## config.mk

```make
export PLATFORM = sky130hd
export DESIGN_NAME = instr_fetch
export DESIGN_NICKNAME = d
export VERILOG_FILES = /design/src/rtl/instr_fetch.sv
export SDC_FILE = /design/constraint.sdc
export NUM_CORES = 1
export LEC_CHECK = 0
export BUFFER_PORTS_ARGS = -buffer_cell sky130_fd_sc_hd__buf_2
export CORE_MARGIN = 8
export CORE_UTILIZATION = 25
export CTS_CLUSTER_DIAMETER = 120
export DETAILED_ROUTE_END_ITERATION = 6
export PLACE_DENSITY = 0.52
export SYNTH_ARGS = -nofsm -noshare
export SYNTH_HDL_FRONTEND = slang
export SYNTH_SLANG_ARGS = --single-unit
```

## constraint.sdc

```tcl
create_clock -name clk -period 5.3 [get_ports clk]
set_input_delay 0 -clock clk [delete_from_list [all_inputs] [get_ports clk]]
set_output_delay 0 -clock clk [all_outputs]
set_load 0.01 [all_outputs]
```

## src/rtl/instr_fetch.sv

```systemverilog
// Instruction fetch stage: owns the PC, fetches one word per request/ready handshake,
// holds it for the decoder and computes the next PC from jump/branch controls.
// The decoder immediate is carried on const_imm because `const` is a reserved word.
module instr_fetch #(
   parameter logic [31:0] RESET_PC = 32'h0000_0000,
   parameter int unsigned TIMEOUT  = 16
) (
   input  logic        clk,
   input  logic        reset_n,
   output logic        imem_req,
   output logic [31:0] imem_addr,
   input  logic        imem_ready,
   input  logic [31:0] imem_rdata,
   output logic [31:0] InstrReg,
   output logic        instr_valid,
   output logic [31:0] pc,
   output logic [31:0] pc_plus4,
   input  logic        stall,
   input  logic        Branch,
   input  logic        zero,
   input  logic [15:0] const_imm,
   input  logic        Jump,
   input  logic [25:0] address,
   output logic        fetch_err,
   output logic [31:0] retired
);

   localparam logic [31:0] PC_INIT  = {RESET_PC[31:2], 2'b00};
   localparam logic [15:0] TMO_LAST = 16'(TIMEOUT - 1);

   typedef enum logic [1:0] {
      ST_FETCH,
      ST_WAIT,
      ST_HOLD,
      ST_ERR
   } state_e;

   state_e      state_q, state_d;
   logic [31:0] pc_q, pc_d;
   logic [31:0] instr_q, instr_d;
   logic        valid_q, valid_d;
   logic        req_q, req_d;
   logic        err_q, err_d;
   logic [31:0] retired_q, retired_d;
   logic [15:0] tmo_cnt_q, tmo_cnt_d;

   logic [31:0] pc_inc;
   logic [31:0] br_off;
   logic [31:0] next_pc;
   logic        advance;

   assign pc_inc  = pc_q + 32'd4;
   assign br_off  = {{14{const_imm[15]}}, const_imm, 2'b00};
   assign advance = (state_q == ST_HOLD) && valid_q && !stall;

   // Jump outranks a taken branch; both only matter on the advance edge.
   always_comb begin
      next_pc = pc_inc;
      if (Jump) begin
         next_pc = {pc_inc[31:28], address, 2'b00};
      end else if (Branch && zero) begin
         next_pc = pc_inc + br_off;
      end
   end

   always_comb begin
      state_d   = state_q;
      pc_d      = pc_q;
      instr_d   = instr_q;
      valid_d   = valid_q;
      req_d     = req_q;
      err_d     = err_q;
      retired_d = retired_q;
      tmo_cnt_d = tmo_cnt_q;

      case (state_q)
         ST_FETCH: begin
            req_d     = 1'b1;
            tmo_cnt_d = '0;
            state_d   = ST_WAIT;
         end
         ST_WAIT: begin
            // A ready arriving on the last allowed cycle still wins over the timeout.
            if (imem_ready) begin
               instr_d = imem_rdata;
               valid_d = 1'b1;
               req_d   = 1'b0;
               state_d = ST_HOLD;
            end else if (tmo_cnt_q == TMO_LAST) begin
               err_d   = 1'b1;
               req_d   = 1'b0;
               state_d = ST_ERR;
            end else begin
               tmo_cnt_d = tmo_cnt_q + 16'd1;
            end
         end
         ST_HOLD: begin
            if (advance) begin
               pc_d      = next_pc;
               valid_d   = 1'b0;
               retired_d = retired_q + 32'd1;
               state_d   = ST_FETCH;
            end
         end
         ST_ERR: begin
            req_d   = 1'b0;
            valid_d = 1'b0;
            err_d   = 1'b1;
         end
         default: begin
            state_d = ST_FETCH;
         end
      endcase
   end

   always_ff @(posedge clk or negedge reset_n) begin
      if (!reset_n) begin
         state_q   <= ST_FETCH;
         pc_q      <= PC_INIT;
         instr_q   <= '0;
         valid_q   <= 1'b0;
         req_q     <= 1'b0;
         err_q     <= 1'b0;
         retired_q <= '0;
         tmo_cnt_q <= '0;
      end else begin
         state_q   <= state_d;
         pc_q      <= pc_d;
         instr_q   <= instr_d;
         valid_q   <= valid_d;
         req_q     <= req_d;
         err_q     <= err_d;
         retired_q <= retired_d;
         tmo_cnt_q <= tmo_cnt_d;
      end
   end

   assign imem_req    = req_q;
   assign imem_addr   = pc_q;
   assign InstrReg    = instr_q;
   assign instr_valid = valid_q;
   assign pc          = pc_q;
   assign pc_plus4    = pc_inc;
   assign fetch_err   = err_q;
   assign retired     = retired_q;

endmodule
```

-- After elaboration in Yosys (flattened, before gate mapping)
Index checks and enable logic that the tools add are counted.
- bits in registers: 117
- latch bits: 0
- memory bits (writable): 0
- memory bits (read-only): 0
- memories: 0
- $add $sub $neg: 4
- multiply operators: 0
- div/mod/pow operators: 0
- order comparisons: 0
- eq/ne operators: 10
- shift operators: 0
- muxes and demuxes: 18
- bitwise operators: 0
- reduce and logical (&&, ||, !) cells: 17
- operators by type and width (kind ; number):
    32-bit 2-to-1 mux ; 2
    32-bit by 1-bit adder with 32-bit output (second input constant) ; 1
    32-bit by 3-bit adder with 32-bit output (second input constant) ; 1
    32-bit adder ; 1
    16-bit 2-to-1 mux ; 2
    16-bit one-hot mux with 2 select lines ; 1
    16-bit by 1-bit adder with 16-bit output (second input constant) ; 1
    16-bit by 4-bit equality test with 1-bit output (second input constant) ; 1
    3-bit AND reduction ; 4
    2-bit inequality test (second input constant) ; 5
    3-bit nonzero test ; 3
    1-bit 2-to-1 mux ; 6
    2-bit 2-to-1 mux ; 3
    1-bit one-hot mux with 3 select lines ; 2
    2-bit one-hot mux with 3 select lines ; 1
    2-bit AND reduction ; 3
    2-bit equality test (second input constant) ; 2
    2-bit nonzero test ; 2
    1-bit logical AND ; 3
    3-bit inequality test (second input constant) ; 1
    2-bit by 1-bit equality test with 1-bit output (second input constant) ; 1
    2-bit logical NOT ; 1
    1-bit one-hot mux with 2 select lines ; 1
    1-bit logical NOT ; 1

-- Depth between registers and ports, before layout
Gate-level depths: netlist of the first run.
- word-level depth: 5
- depth in mapped cells: 17
- gate-level depth less buffers: 16

-- Least setup slack after synthesis of the first run
Ideal clock, no wire load.
- kind: register to register
- start point: reg pc_q[2] (netlist: imem_addr[2])
- end point: reg pc_q[31] (netlist: imem_addr[31])
- arrival: 3.656 ns
- required time: 5.205 ns
- slack: 1.548 ns
- cell stages (with the launch flop): 16
- clock period less this slack: 3.752 ns
- cells stage by stage: dfrtp_1 ha_1 inv_1 nor3_1 nand3_1 nor3_1 xor2_1 ha_1 clkbuf_1 nand2_1 or3_1 o21ai_1 o221ai_1 xnor2_1 and3_1 o31ai_1
- longest elaborated chain between the ends: 4
- ends and longest elaborated chain (what ; RTL line ; RTL):
    start: declaration ; 39 ; logic [31:0] pc_q, pc_d;
    start signal: assignment ; 128 ; pc_q <= pc_d;
    32-bit by 3-bit adder with 32-bit output ; 52 ; assign pc_inc = pc_q + 32'd4;
    via pc_plus4[24] ; 17 ; output logic [31:0] pc_plus4,
    32-bit adder ; 62 ; next_pc = pc_inc + br_off;
    32-bit 2-to-1 mux ; 61 ; end else if (Branch && zero) begin
    32-bit 2-to-1 mux ; 59 ; if (Jump) begin
The timed path passes the listed nets, and every way through them passes these cells.
A chain may end at the register's enable or synchronous reset.

-- Worst setup path after layout of the first run
- start point: reg pc_q[2] (netlist: imem_addr[2])
- end point: reg pc_q[31] (netlist: imem_addr[31])
- longest elaborated chain between the ends: 4
- ends and longest elaborated chain (what ; RTL line):
    32-bit by 3-bit adder with 32-bit output (*) ; 52
    32-bit adder ; 62
    32-bit 2-to-1 mux ; 61
    32-bit 2-to-1 mux (*) ; 59
Mark *: on every way between the ends. The rest lies on a longest branch, timed or not.

==> results of run 1 <==
[per-stage QoR]
| stage | util | instance area (sq um) |
|---|---|---|
| floorplan | - | 7690 |
| global placement | 0.297 | 9050 |
| detailed placement | 0.297 | 9050 |
| CTS | 0.336 | 10200 |
| global route | 0.336 | 10200 |
| finish | 0.336 | 10200 |
[power by group through the flow]
stage | sequential, mW | clock, mW | combinational, mW
2_1_floorplan | 1.49 | 0 | 1.69
3_3_place_gp | 1.43 | 0 | 2.60
3_5_place_dp | 1.45 | 0 | 2.60
4_1_cts | 1.43 | 1.19 | 2.65
5_1_grt | 1.48 | 1.24 | 2.92
6_report | 1.43 | 1.16 | 2.62
[worst max path at each step]
stage / end / slack [ns] / startpoint / cells after the start
CTS: imem_addr[31] / 0.93 / imem_addr[2] / 14
global placement: imem_addr[31] / 1.01 / imem_addr[2] / 14
global route: imem_addr[31] / 0.54 / imem_addr[2] / 14
finish: imem_addr[31] / 0.94 / imem_addr[2] / 14
floorplan: imem_addr[31] / 1.55 / imem_addr[2] / 15
detailed placement: imem_addr[31] / 0.95 / imem_addr[2] / 14
[metal layers]
metal | share of wire | GRT usage
met5 | 0 | 0
met4 | 0.017 | 0.0488
met3 | 0.074 | 0.0379
met2 | 0.47 | 0.239
met1 | 0.44 | 0.184
[flip-flops by register name, indices dropped and copies added, names as in the netlist]
| name | count |
|---|---|
| InstrReg | 32 |
| fetch_err | 1 |
| imem_addr | 30 |
| imem_req | 1 |
| instr_valid | 1 |
| retired | 32 |
| state_q | 2 |
| tmo_cnt_q | 16 |
[kinds of logic (layout without fill, tap and decap cells)]
group	after synthesis	in the layout	share of synthesized area
buffers and inverters	79	351	0.0568
muxes	36	36	0.0522
adders and majority gates	44	44	0.0728
AOI/OAI and AO/OA	195	195	0.153
DFF	115	115	0.375
other	1	6	0.000489
and+or+nand+nor	302	302	0.186
xor gates and xnor gates	91	91	0.104
[layout by cell type, fill, tap and decap left out, types with 32 or more instances in the layout]
cell type / count
nand2_1: 99
dfrtp_1: 115
dlygate4sd3_1: 58
a21oi_1: 62
xnor2_1: 56
xor2_1: 35
nor2_1: 77
nand3_1: 45
o21ai_0: 59
mux2_2: 32
buf_2: 236
ha_1: 43
[final cells by class]
class / instances / area, sq um / area share
Clock inverter: 14 / 155 / 0.0152
Multi-Input combinational cell: 674 / 4380 / 0.428
Inverter: 18 / 67.6 / 0.00661
Sequential cell: 115 / 2880 / 0.282
Clock buffer: 18 / 429 / 0.0420
Tap cell: 396 / 495 / 0.0485
Timing Repair Buffer: 301 / 1810 / 0.178
[worst max-delay path, cell delays in order (launching register included)]
cell and delay, ns:
dfrtp_1 0.45, ha_1 0.25, inv_1 0.08, nor3_1 0.70
nand3_1 0.36, nor3_1 0.42, xor2_1 0.15, ha_1 0.44
nand2_1 0.10, or3_1 0.34, o21ai_1 0.22, o221ai_1 0.18
xnor2_1 0.16, and3_1 0.20, o31ai_1 0.21
==> flow_metrics.env, run 1 <==
export IMPL_final_setup_tns_ns=0
export IMPL_synth_top_cell_area_share=0.375
export IMPL_hold_start="address[25]"
export IMPL_grt_use_total=0.146
export IMPL_ys_ff_latch=115
export IMPL_max_slew_margin=0.373
export IMPL_area_delta_synth_final_pct=33.2
export IMPL_swShare=0.436
export IMPL_die_x_microns=191
export IMPL_fmax_mhz=229
export IMPL_rr_worst_depth=14
export IMPL_cts_sinks=115
export IMPL_grt_pass1_wl_mm=42.0
export IMPL_coreArea_sq_um=30400
export IMPL_cts_path_max_buffers=2
export IMPL_antenna_found_initial=0
export IMPL_crit_required_ns=5.62
export IMPL_p_switching_mw=2.27
export IMPL_status="finished clean"
export IMPL_clkTransAtPathRegs_ns=0.07
export IMPL_die_h_microns=191
export IMPL_routed_via_density=4.64
export IMPL_cts_tree="yes"
export IMPL_avgSynthCellArea_sq_um=8.89
export IMPL_reg2reg_to="imem_addr[31]"
export IMPL_cts_buffers=17
export IMPL_yosysWarnings=0
export IMPL_post_cts_buffers=0
export IMPL_drive_above_1_share=0.279
export IMPL_holdPathEnd="imem_addr[27]"
export IMPL_layout_cells_non_filler=1536
export IMPL_r2r_setup_slack_ns=0.94
export IMPL_finClkSkew_ns=0.0159
export IMPL_pwr_share_clk=0.222
export IMPL_synth_cells=863
export IMPL_finalPower_mw=5.21
export IMPL_async_flop_share=1.00
export IMPL_yosys_area_top_type="dfrtp_1"
export IMPL_setup_viol=0
export IMPL_ios=244
export IMPL_holdBufCountCts=58
export IMPL_min_period_over_period=0.824
export IMPL_dp_hpwl_mm=20.8
export IMPL_drc=0
export IMPL_pwr_share_seq=0.275
export IMPL_wl_per_cell_microns=17.6
export IMPL_n_antenna_cell=0
export IMPL_p_int_mw=2.94
export IMPL_grt_max_degree=72
export IMPL_ant_nets=0
export IMPL_synth_edf_count=0
export IMPL_hold_slack_ns=0.0596
export IMPL_cp_start_kind="flop"
export IMPL_yosys_top_cells_count="115 x dfrtp_1, 99 x nand2_1, 78 x nor2_1"
export IMPL_ctsResizeCount=0
export IMPL_grt_pass1_vias=7344
export IMPL_dp_cells=1446
export IMPL_syn_area_sq_um=7670
export IMPL_clock_latency_ns=0.41
export IMPL_core_rowCount=64
export IMPL_fp_dieArea_sq_um=36500
export IMPL_clock_root_buffer="clkbuf_16"
export IMPL_nets=1252
export IMPL_worstSetupPathType="flop to flop"
export IMPL_grt_remaining_overflow=0
export IMPL_wl_mm=27.0
export IMPL_io_buffers=237
export IMPL_netlist_top_cells_area="dfrtp_1 38%, ha_1 7.0%, xnor2_1 6.4%"
export IMPL_num_fill_cells=3181
export IMPL_min_period_ns=4.36
export IMPL_comb_power_share=0.503
export IMPL_ir_worst_vdd_uv=174
export IMPL_pre_cts_ws_ns=0.945
export IMPL_leakage_nw=4.86
export IMPL_htreeDepth=4
export IMPL_yosysUniqueCellTypes=59
export IMPL_arrival_ns=4.69
export IMPL_synth_most_common_cell="dfrtp_1"
export IMPL_drtIter0Drc=481
export IMPL_final_hold_viol_count=0
export IMPL_finalWorstSetupSlack_ns=0.935
export IMPL_cap_violations=0
export IMPL_initial_core_util=0.252
export IMPL_power_density_nw_per_um2=510
export IMPL_rsz0062_at_grt="false"
export IMPL_worstHoldPathCells=5
export IMPL_vias=7128
export IMPL_gp_congestion=0.894
export IMPL_critPathCaptureType="flop"
export IMPL_worst_hold_path_type="input pin to flop"
export IMPL_crit_path_max_fanout=8
export IMPL_worst_pin_slew_ns=0.941
export IMPL_slew_violations=0
export IMPL_yosysSeqAreaShare=0.375
export IMPL_timing_rr_start="imem_addr[2]"
export IMPL_dr_pass1_iters=4
export IMPL_ys_flop_type="dfrtp_1"
No activity file was read; power rests on OpenSTA's default activity.
==> inputs of run 2 (changes only) <==
PLACE_DENSITY = 0.54   (was 0.52)
clock period = 3.49 ns   (was 5.3 ns; I/O delays follow)
==> run 2 against run 1 <==
  * Utilization rose by 3.8 points
  * Power rose by 72%
  * Die area did not move
  * Clock power rose by 56%
  * Highest routed layer unchanged
  * Count of clock-buffer cells in the layout did not move
  * Register-to-register slack got worse by 0.88 ns
==> flow_metrics.env, run 2 (synthesis gave the netlist of run 1 again) <==
export IMPL_cap_violations=0
export IMPL_drive_above_1_share=0.381
export IMPL_status="finished clean"
export IMPL_grt_pass1_wl_mm=43.0
export IMPL_wl_mm=28.1
export IMPL_vias=7647
export IMPL_routed_via_density=4.71
export IMPL_max_slew_margin=0.363
export IMPL_ant_nets=0
export IMPL_n_antenna_cell=0
export IMPL_clock_latency_ns=0.41
export IMPL_cts_sinks=115
export IMPL_final_cell_mix="236 x buf_2, 114 x dfrtp_1, 97 x nand2_1"
export IMPL_crit_buf_inv=1
export IMPL_coreArea_sq_um=30400
export IMPL_num_fill_cells=3063
export IMPL_dp_hpwl_mm=21.7
export IMPL_ir_worst_vdd_uv=253
export IMPL_drc=0
export IMPL_min_period_over_period=0.985
export IMPL_critPathCaptureType="flop"
export IMPL_worst_pin_slew_ns=0.952
export IMPL_nets=1340
export IMPL_clock_root_buffer="clkbuf_16"
export IMPL_antenna_found_initial=0
export IMPL_io_buffers=237
export IMPL_fmax_mhz=291
export IMPL_cpMaxStageDelayCell="or3_4"
export IMPL_leakage_nw=5.44
export IMPL_crit_path_max_fanout=4
export IMPL_finClkSkew_ns=0.0111
export IMPL_crit_path_cell_trace="nand4_1, or3_4, nor2_4, xor2_4, buf_6, ha_2, a21oi_2, o211ai_1, a21oi_1, a31o_2, o21ai_2, o221ai_2, xnor2_1, and3_1, o31ai_2"
export IMPL_core_rowCount=64
export IMPL_hold_slack_ns=0.0129
export IMPL_cts_path_max_buffers=2
export IMPL_min_period_ns=3.44
export IMPL_ios=244
export IMPL_wl_per_cell_microns=17.3
export IMPL_rsz0062_at_grt="true"
export IMPL_final_setup_tns_ns=0
export IMPL_grt_max_degree=71
export IMPL_drtIter0Drc=493
export IMPL_final_common_cell="buf_2"
export IMPL_setup_viol=0
export IMPL_slew_violations=0
export IMPL_grt_remaining_overflow=0
export IMPL_dr_pass1_iters=5
export IMPL_die_x_microns=191
export IMPL_die_h_microns=191
export IMPL_crit_required_ns=3.80
export IMPL_clkTransAtPathRegs_ns=0.06
export IMPL_cp_top_family="simple AND/OR/NAND/NOR gates"
export IMPL_cts_tree="yes"
export IMPL_cp_start_kind="flop"
export IMPL_grt_use_total=0.149
export IMPL_worstSetupPathType="flop to flop"
export IMPL_arrival_ns=3.75
export IMPL_htreeDepth=4
export IMPL_grt_pass1_vias=7616
export IMPL_area_delta_synth_final_pct=48.4
export IMPL_finalPower_mw=8.99
export IMPL_initial_core_util=0.252
export IMPL_cp_slowest_stage_delay_ns=0.51
export IMPL_power_density_nw_per_um2=790
export IMPL_worst_hold_path_type="input pin to flop"
export IMPL_fp_dieArea_sq_um=36500
export IMPL_cts_buffers=17
export IMPL_final_hold_viol_count=0
export IMPL_gp_congestion=0.937
==> run 2: timing repair <==
action	4_1_cts	5_1_grt
endpoints found under the hold margin	126	0
pin swaps	0	35
setup endpoints to repair	6	16
gates resized for setup	5	77
buffers inserted	0	13
hold buffers	57	0
==> run 2: cell type report <==
| type | count | area [sq um] | share of cell area |
|---|---|---|---|
| Inverter | 18 | 67.6 | 0.00594 |
| Timing Repair Buffer | 389 | 2490 | 0.219 |
| Multi-Input combinational cell | 674 | 4840 | 0.425 |
| Tap cell | 396 | 495 | 0.0435 |
| Clock buffer | 18 | 439 | 0.0386 |
| Clock inverter | 14 | 176 | 0.0155 |
| Sequential cell | 115 | 2880 | 0.253 |
==> run 2: through the flow <==
| step | instance area, sq um | setup WS, ns | instances | utilization |
|---|---|---|---|---|
| after floorplan | 7720 | 0.0135 | 868 | - |
| after global placement | 9670 | 0.0248 | 1522 | 0.318 |
| after detailed placement | 9670 | -0.0230 | 1522 | 0.318 |
| after CTS | 10900 | 0.00595 | 1611 | 0.358 |
| after global routing | 11400 | -0.104 | 1624 | 0.374 |
| final | 11400 | 0.0508 | 1624 | 0.374 |
==> run 2: path summary, 6_finish.rpt <==
check                                  start             to  slack [ns]  depth (start not counted)
min in group asynchronous            reset_n   InstrReg[10]        0.29                          2
worst min-delay path             address[23]  imem_addr[25]        0.01                          3
max in group asynchronous            reset_n  tmo_cnt_q[10]        2.41                          3
worst max register to register  imem_addr[7]  imem_addr[31]        0.05                         15
worst max-delay path            imem_addr[7]  imem_addr[31]        0.05                         15
worst min register to register     fetch_err      fetch_err        0.47                          2
==> run 2: worst min-delay path, stage by stage <==
cell and delay, ns:
buf_2 0.11, o221ai_1 0.16, a22oi_1 0.10
==> run 2: layer usage <==
layer	up-vias	routed length, microns	share of wire	global-route usage
li1	3733	-	-	-
met1	3611	12400	0.44	0.193
met2	278	13400	0.48	0.247
met3	25	1940	0.069	0.0328
met4	0	350	0.012	0.0385
met5	-	0	0	0
==> run 2: report_power, final <==
group	leakage, nW	switching, mW	internal (mW)
clock	0.298	0.655	1.15
sequential	1.46	0.301	1.73
combinational	3.68	2.80	2.35
